**src/rtl/pad_cfg_sequencer.sv**
```systemverilog
// Per-pad control owner for the bidirectional pad ring: a shadow config file written by software
// and a staged sequencer that copies it to the pads one group at a time with a settle gap.
module pad_cfg_sequencer #(
    parameter int NUM_PADS   = 43,
    parameter int GROUP_SIZE = 8,
    parameter int SETTLE_W   = 8
) (
    input  logic                clk_i,
    input  logic                rst_i,
    input  logic                cfg_valid_i,
    output logic                cfg_ready_o,
    input  logic [5:0]          cfg_addr_i,
    input  logic [5:0]          cfg_data_i,
    input  logic                apply_i,
    input  logic [SETTLE_W-1:0] settle_i,
    output logic                busy_o,
    output logic                done_o,
    output logic                cfg_err_o,
    input  logic                err_clr_i,
    input  logic [5:0]          rd_addr_i,
    output logic [5:0]          rd_data_o,
    output logic [NUM_PADS-1:0] io_oe,
    output logic [NUM_PADS-1:0] io_ie,
    output logic [NUM_PADS-1:0] io_pu,
    output logic [NUM_PADS-1:0] io_pd,
    output logic [NUM_PADS-1:0] io_sl,
    output logic [NUM_PADS-1:0] io_cs
);
    localparam int NUM_GROUPS = (NUM_PADS + GROUP_SIZE - 1) / GROUP_SIZE;
    localparam int GW         = (NUM_GROUPS > 1) ? $clog2(NUM_GROUPS) : 1;
    localparam logic [GW-1:0] LAST_GROUP  = GW'(NUM_GROUPS - 1);
    // Config word layout is {cs, sl, pd, pu, ie, oe}; pads come out of reset as inputs only.
    localparam logic [5:0]    CFG_DEFAULT = 6'b000010;

    typedef enum logic [1:0] {
        ST_IDLE,
        ST_LOAD,
        ST_WAIT,
        ST_DONE
    } state_e;

    state_e              state_q, state_d;
    logic [GW-1:0]       group_q, group_d;
    logic [SETTLE_W-1:0] settle_q, settle_d;
    logic [SETTLE_W-1:0] cnt_q, cnt_d;
    logic                busy_q, busy_d;
    logic                done_q, done_d;

    logic [5:0]          shadow_q [NUM_PADS];
    logic [5:0]          active_q [NUM_PADS];
    logic                err_q, err_d;
    logic [5:0]          rd_q, rd_d;

    logic                idle;
    logic                wr_fire;
    logic                addr_bad;
    logic                pupd_both;
    logic                err_set;
    logic [5:0]          wr_data;

    // ------------------------------------------------------------------
    // Apply sequencer
    // ------------------------------------------------------------------
    // NOTE: sequential state uses non-blocking assignments so every register samples pre-edge values.
    always_ff @(posedge clk_i or posedge rst_i) begin
        if (rst_i) begin
            state_q  <= ST_IDLE;
            group_q  <= '0;
            settle_q <= '0;
            cnt_q    <= '0;
            busy_q   <= 1'b0;
            done_q   <= 1'b0;
        end else begin
            state_q  <= state_d;
            group_q  <= group_d;
            settle_q <= settle_d;
            cnt_q    <= cnt_d;
            busy_q   <= busy_d;
            done_q   <= done_d;
        end
    end

    // NOTE: every always_comb output gets a default first, so no path can infer a latch.
    always_comb begin
        state_d  = state_q;
        group_d  = group_q;
        settle_d = settle_q;
        cnt_d    = cnt_q;
        unique case (state_q)
            ST_IDLE: begin
                if (apply_i) begin
                    state_d  = ST_LOAD;
                    group_d  = '0;
                    settle_d = settle_i;
                end
            end
            ST_LOAD: begin
                if (settle_q != '0) begin
                    state_d = ST_WAIT;
                    cnt_d   = settle_q;
                end else if (group_q == LAST_GROUP) begin
                    state_d = ST_DONE;
                end else begin
                    group_d = group_q + GW'(1);
                end
            end
            ST_WAIT: begin
                cnt_d = cnt_q - SETTLE_W'(1);
                if (cnt_q == SETTLE_W'(1)) begin
                    if (group_q == LAST_GROUP) begin
                        state_d = ST_DONE;
                    end else begin
                        state_d = ST_LOAD;
                        group_d = group_q + GW'(1);
                    end
                end
            end
            ST_DONE: state_d = ST_IDLE;
            default: state_d = ST_IDLE;
        endcase
        // Registered flags: busy tracks the state being entered, done marks the exit from DONE.
        busy_d = (state_d != ST_IDLE);
        done_d = (state_q == ST_DONE);
    end

    // ------------------------------------------------------------------
    // Shadow writes and error flag
    // ------------------------------------------------------------------
    assign idle      = (state_q == ST_IDLE);
    assign wr_fire   = cfg_valid_i & idle;
    assign addr_bad  = (cfg_addr_i >= 6'(NUM_PADS));
    assign pupd_both = cfg_data_i[2] & cfg_data_i[3];
    assign err_set   = wr_fire & (addr_bad | pupd_both);
    assign err_d     = err_set | (err_q & ~err_clr_i);

    // Conflicting pull request resolves to pull-up so the pad never fights itself.
    always_comb begin
        wr_data = cfg_data_i;
        if (pupd_both) begin
            wr_data[3] = 1'b0;
        end
    end

    // NOTE: shadow and active files are reset because the pads must be at known defaults out of reset.
    always_ff @(posedge clk_i or posedge rst_i) begin
        if (rst_i) begin
            for (int p = 0; p < NUM_PADS; p++) begin
                shadow_q[p] <= CFG_DEFAULT;
                active_q[p] <= CFG_DEFAULT;
            end
        end else begin
            for (int p = 0; p < NUM_PADS; p++) begin
                if (wr_fire && (cfg_addr_i == 6'(p))) begin
                    shadow_q[p] <= wr_data;
                end
                if ((state_q == ST_LOAD) && (group_q == GW'(p / GROUP_SIZE))) begin
                    active_q[p] <= shadow_q[p];
                end
            end
        end
    end

    always_comb begin
        rd_d = '0;
        for (int p = 0; p < NUM_PADS; p++) begin
            if (rd_addr_i == 6'(p)) begin
                rd_d = active_q[p];
            end
        end
    end

    always_ff @(posedge clk_i or posedge rst_i) begin
        if (rst_i) begin
            err_q <= 1'b0;
            rd_q  <= CFG_DEFAULT;
        end else begin
            err_q <= err_d;
            rd_q  <= rd_d;
        end
    end

    // ------------------------------------------------------------------
    // Outputs
    // ------------------------------------------------------------------
    assign cfg_ready_o = idle;
    assign busy_o      = busy_q;
    assign done_o      = done_q;
    assign cfg_err_o   = err_q;
    assign rd_data_o   = rd_q;

    for (genvar p = 0; p < NUM_PADS; p++) begin : g_pad
        assign io_oe[p] = active_q[p][0];
        assign io_ie[p] = active_q[p][1];
        assign io_pu[p] = active_q[p][2];
        assign io_pd[p] = active_q[p][3];
        assign io_sl[p] = active_q[p][4];
        assign io_cs[p] = active_q[p][5];
    end

endmodule

```
**config.mk**
```make
export PLATFORM = sky130hd
export DESIGN_NAME = pad_cfg_sequencer
export DESIGN_NICKNAME = d
export VERILOG_FILES = /design/src/rtl/pad_cfg_sequencer.sv
export SDC_FILE = /design/constraint.sdc
export NUM_CORES = 1
export LEC_CHECK = 0
export ABC_AREA = 1
export BUFFER_PORTS_ARGS = -buffer_cell sky130_fd_sc_hd__buf_2
export CAP_MARGIN = 40
export CORE_AREA = 2 2 243 245
export CTS_BUF_LIST = sky130_fd_sc_hd__clkbuf_2 sky130_fd_sc_hd__clkbuf_4 sky130_fd_sc_hd__clkbuf_8
export DETAILED_ROUTE_END_ITERATION = 16
export DIE_AREA = 0 0 245 247
export PLACE_DENSITY = 0.62
export SLEW_MARGIN = 10
export SYNTH_ARGS = -nofsm -noshare
export SYNTH_HDL_FRONTEND = slang
export SYNTH_SLANG_ARGS = --single-unit
```
**constraint.sdc**
```tcl
create_clock -name clk_i -period 30.1 [get_ports clk_i]
set_input_delay 1.505 -clock clk_i [delete_from_list [all_inputs] [get_ports clk_i]]
set_output_delay 1.505 -clock clk_i [all_outputs]
set_load 0.05 [all_outputs]
```
==> flow_summary.json <==
{
  "worstHoldPathType": "reg2reg",
  "track_usage_pct": 24.2,
  "num_rows": 89,
  "r2r_setup_slack_ps": 27160,
  "worstReg2RegStart": "io_cs[0]$_DFFE_PP0P_",
  "report.final.slew_viol_count": 0,
  "gp_congestion": 0.922,
  "synth_top_area_share_pct": 50.3,
  "area_growth_pct": 19.8,
  "holdWs_ps": 468,
  "synth.net_count": 2350,
  "core_sq_um": 58200,
  "status": "completed",
  "ios": 299,
  "dieHeight_um": 247,
  "wl_mm": 73.4,
  "cp_data_required_time_ps": 30670,
  "post_drt_wl_per_cell_um": 21.2,
  "peakVddDrop_mv": 0.0305,
  "grt_pass1_vias": 17600,
  "fp.dieW_um": 245,
  "ctsHoldBuffers": 0,
  "dpl.hpwl_mm": 52.6,
  "use_met1_pct": 32.2,
  "synth.most_common_cell": "nand2_1",
  "drc": 0,
  "yosys.area_share.simple_pct": 15.2,
  "synthAdderAreaFrac_pct": 0.602,
  "vias": 18000,
  "final_area_sq_um": 27400,
  "crit_arrival_ps": 4670,
  "synth_cells": 2308,
  "crit_cells": 24,
  "crit_fanout": 17,
  "finalCriticalPeriod_ps": 4110,
  "insertion_delay_ps": 700,
  "crit_top_cell": "nand4_1",
  "hold_violations": 0,
  "root_buffer": "clkbuf_8",
  "crit_buf_inv": 3,
  "cts_sinks": 546,
  "dpl-instance-area_sq_um": 25200,
  "reg2reg_to": "rd_data_o[5]$_DFF_PP0_",
  "synth_edf_count": 0,
  "crit_path_end": "rd_data_o[5]$_DFF_PP0_",
  "synth_area_sq_um": 22800,
  "cts.htree.levels": 3,
  "cp-startpoint": "rd_addr_i[5]",
  "grt_max_degree": 174,
  "async_flop_share_pct": 100,
  "worstSetupStartpointType": "input pin",
  "path_cells": "buf_2 > nor2_4 > inv_2 > nor2_4 > inv_2 > or2_1 > nand2_1 > nand4_1 > nand2_1 > nand4_1 > nor2_1 > nand3_1 > nand2_1 > nand4_1 > nor2_1 > nand4_1 > nand2_1 > nand4_1 > nand2_1 > nand4_1 > nand2_1 > nand4_1 > nand2_1 > nand4_1",
  "initial_core_util_pct": 39.2,
  "viasPerCell": 5.18,
  "multi_input_area_sq_um": 8070,
  "worst-setup-path-type": "in2reg",
  "yosys-top-cells-count": "574 x nand2_1, 459 x dfrtp_1, 292 x o21ai_0",
  "synth_mux_area_share_pct": 9.76,
  "antenna_found_initial": 9,
  "slew_headroom_pct": 28.1,
  "yosysWarnings": 0,
  "fill_cells": 5407,
  "drive_gt1_share_pct": 30.3,
  "max_freq_mhz": 243,
  "setup_tns_ps": 0,
  "cts_buffers": 93,
  "ant_nets": 0,
  "ys_top_cells_by_area": "dfrtp_1 50%, dfstp_2 10%, mux2_2 9.8%",
  "fin_crit_sh_pct": 13.6,
  "worst_slew_pin_slew_ps": 1080,
  "synthXorXnorAreaFrac_pct": 0.0767,
  "met2_usage_pct": 38.1,
  "cts_tree": "built",
  "critPathSlowestCell": "nor2_4",
  "finalSetupViolCount": 0,
  "grt_busiest_layer": "met2",
  "first_pass_iters": 6,
  "clkTransAtPathRegs_ps": 70,
  "slowest_delay_ps": 400,
  "ys.flop_type": "dfrtp_1",
  "syn_avg_cell_area_sq_um": 9.90,
  "yosysUniqueCellTypes": 35,
  "r2r_cells": 24,
  "cts_setup_buffers": 0,
  "cts_buffer_depth": 3,
  "synth_seq_cells": 546,
  "synth_top_family_by_area": "simple AND/OR/NAND/NOR gates",
  "seqCellArea_sq_um": 13800,
  "leakagePower_uw": 0.0138,
  "met3_usage_pct": 5.37,
  "fin_skew_ps": 44.6,
  "synth_compound_area_share_pct": 9.59,
  "grt_pass1_wl_mm": 109,
  "overflow": 0,
  "maxCapViolCount": 0,
  "cp_top_family": "simple AND/OR/NAND/NOR gates",
  "cts_resized": 0,
  "ys_seq_area_share_pct": 60.3,
  "dp_cells": 3293,
  "end_kind": "flip-flop",
  "drt_iter0_drc": 1511,
  "dieArea_sq_um": 60500,
  "p_per_area_nw_per_um2": 56.0,
  "synth_top_cell_by_area": "dfrtp_1",
  "fin_nets": 2657,
  "port_buffers": 298,
  "rsz0062_at_grt": "false",
  "stdcell_count": 3470
}
cells in the final DEF, fill, tap and decap left out, drive strengths merged, types with 5 or more instances in the layout:
master / n
nand2: 578
dfrtp: 459
buf: 323
o21ai: 293
mux2: 198
nor2: 168
inv: 165
clkbuf: 148
a21oi: 124
dfstp: 87
nand4: 56
nand3: 33
clkinv: 15
ha: 11
bufinv: 6
or2: 5
registers in the layout (all words and copies together), names as in the netlist:
register,cells
io_sl,43
io_oe,43
group_q,3
io_ie,43
shadow_q,258
cnt_q,8
io_cs,43
state_q,2
io_pd,43
cfg_err_o,1
done_o,1
settle_q,8
rd_data_o,6
io_pu,43
busy_o,1
metal layers:
metal	vias to the layer above	routed length [um]
li1	8237	-
met1	8883	31000
met2	699	34200
met3	149	5270
met4	14	2840
met5	-	92
power by group:
part / internal [uW] / leakage, uW / switching [uW]
clock: 437 / 0.00113 / 312
combinational: 8.56 / 0.00538 / 38.8
sequential: 736 / 0.00726 / 0.482
worst register-to-register path, stage by stage, from the launching register on:
cell     delay (ps)
dfrtp_1         470
nand4_1         130
nand2_1          70
nor2_1          110
nand3_1          90
nand2_1          70
nand3_1          60
nand2_1          70
nand4_1          90
nand2_1         110
nand4_1         110
nor2_1          120
nand3_1          70
nand2_1          70
nand4_1         130
nor2_1          200
nand4_1         130
nand2_1          90
nand4_1          80
nand2_1         100
nand4_1         110
nand2_1         110
nand4_1          80
nand2_1          80
nand4_1          70
stage by stage:
stage,util [%],worst slack [ps],power [uW]
6_report,47.0,25990,1530
5_1_grt,47.0,25780,1590
4_1_cts,47.0,26110,1550
3_5_place_dp,43.3,25370,797
3_3_place_gp,43.0,25420,793
2_1_floorplan,-,13480,775
worst min path at each step:
stage,from,endpoint,slack [ps],cells after the start
after floorplan,shadow_q[0]$_DFFE_PP0P_,shadow_q[0]$_DFFE_PP0P_,450,2
after global placement,shadow_q[29]$_DFFE_PP0P_,shadow_q[29]$_DFFE_PP0P_,460,2
after detailed placement,shadow_q[16]$_DFFE_PP0P_,shadow_q[16]$_DFFE_PP0P_,470,2
after CTS,shadow_q[225]$_DFFE_PP0P_,io_pd[5]$_DFFE_PP0P_,480,1
after global routing,shadow_q[81]$_DFFE_PP0P_,shadow_q[81]$_DFFE_PP0P_,500,2
final,shadow_q[225]$_DFFE_PP0P_,io_pd[5]$_DFFE_PP0P_,470,1
cell families after synthesis:
logic type	count (synthesis)
mux	198
compound gates	431
flops	546
simple gates	847
buf+inv	273
fa+ha+maj	11
xor+xnor	2
area by class of cell:
class	count	area share, %
sequential	546	50.3
multi-input combinational	1489	29.5
clock buffer	148	6.66
timing repair buffer	323	6.66
tap	773	3.53
inverter	162	2.25
clock inverter	25	1.07
antenna	4	0.0366
Power figures use the tool's default switching activity.
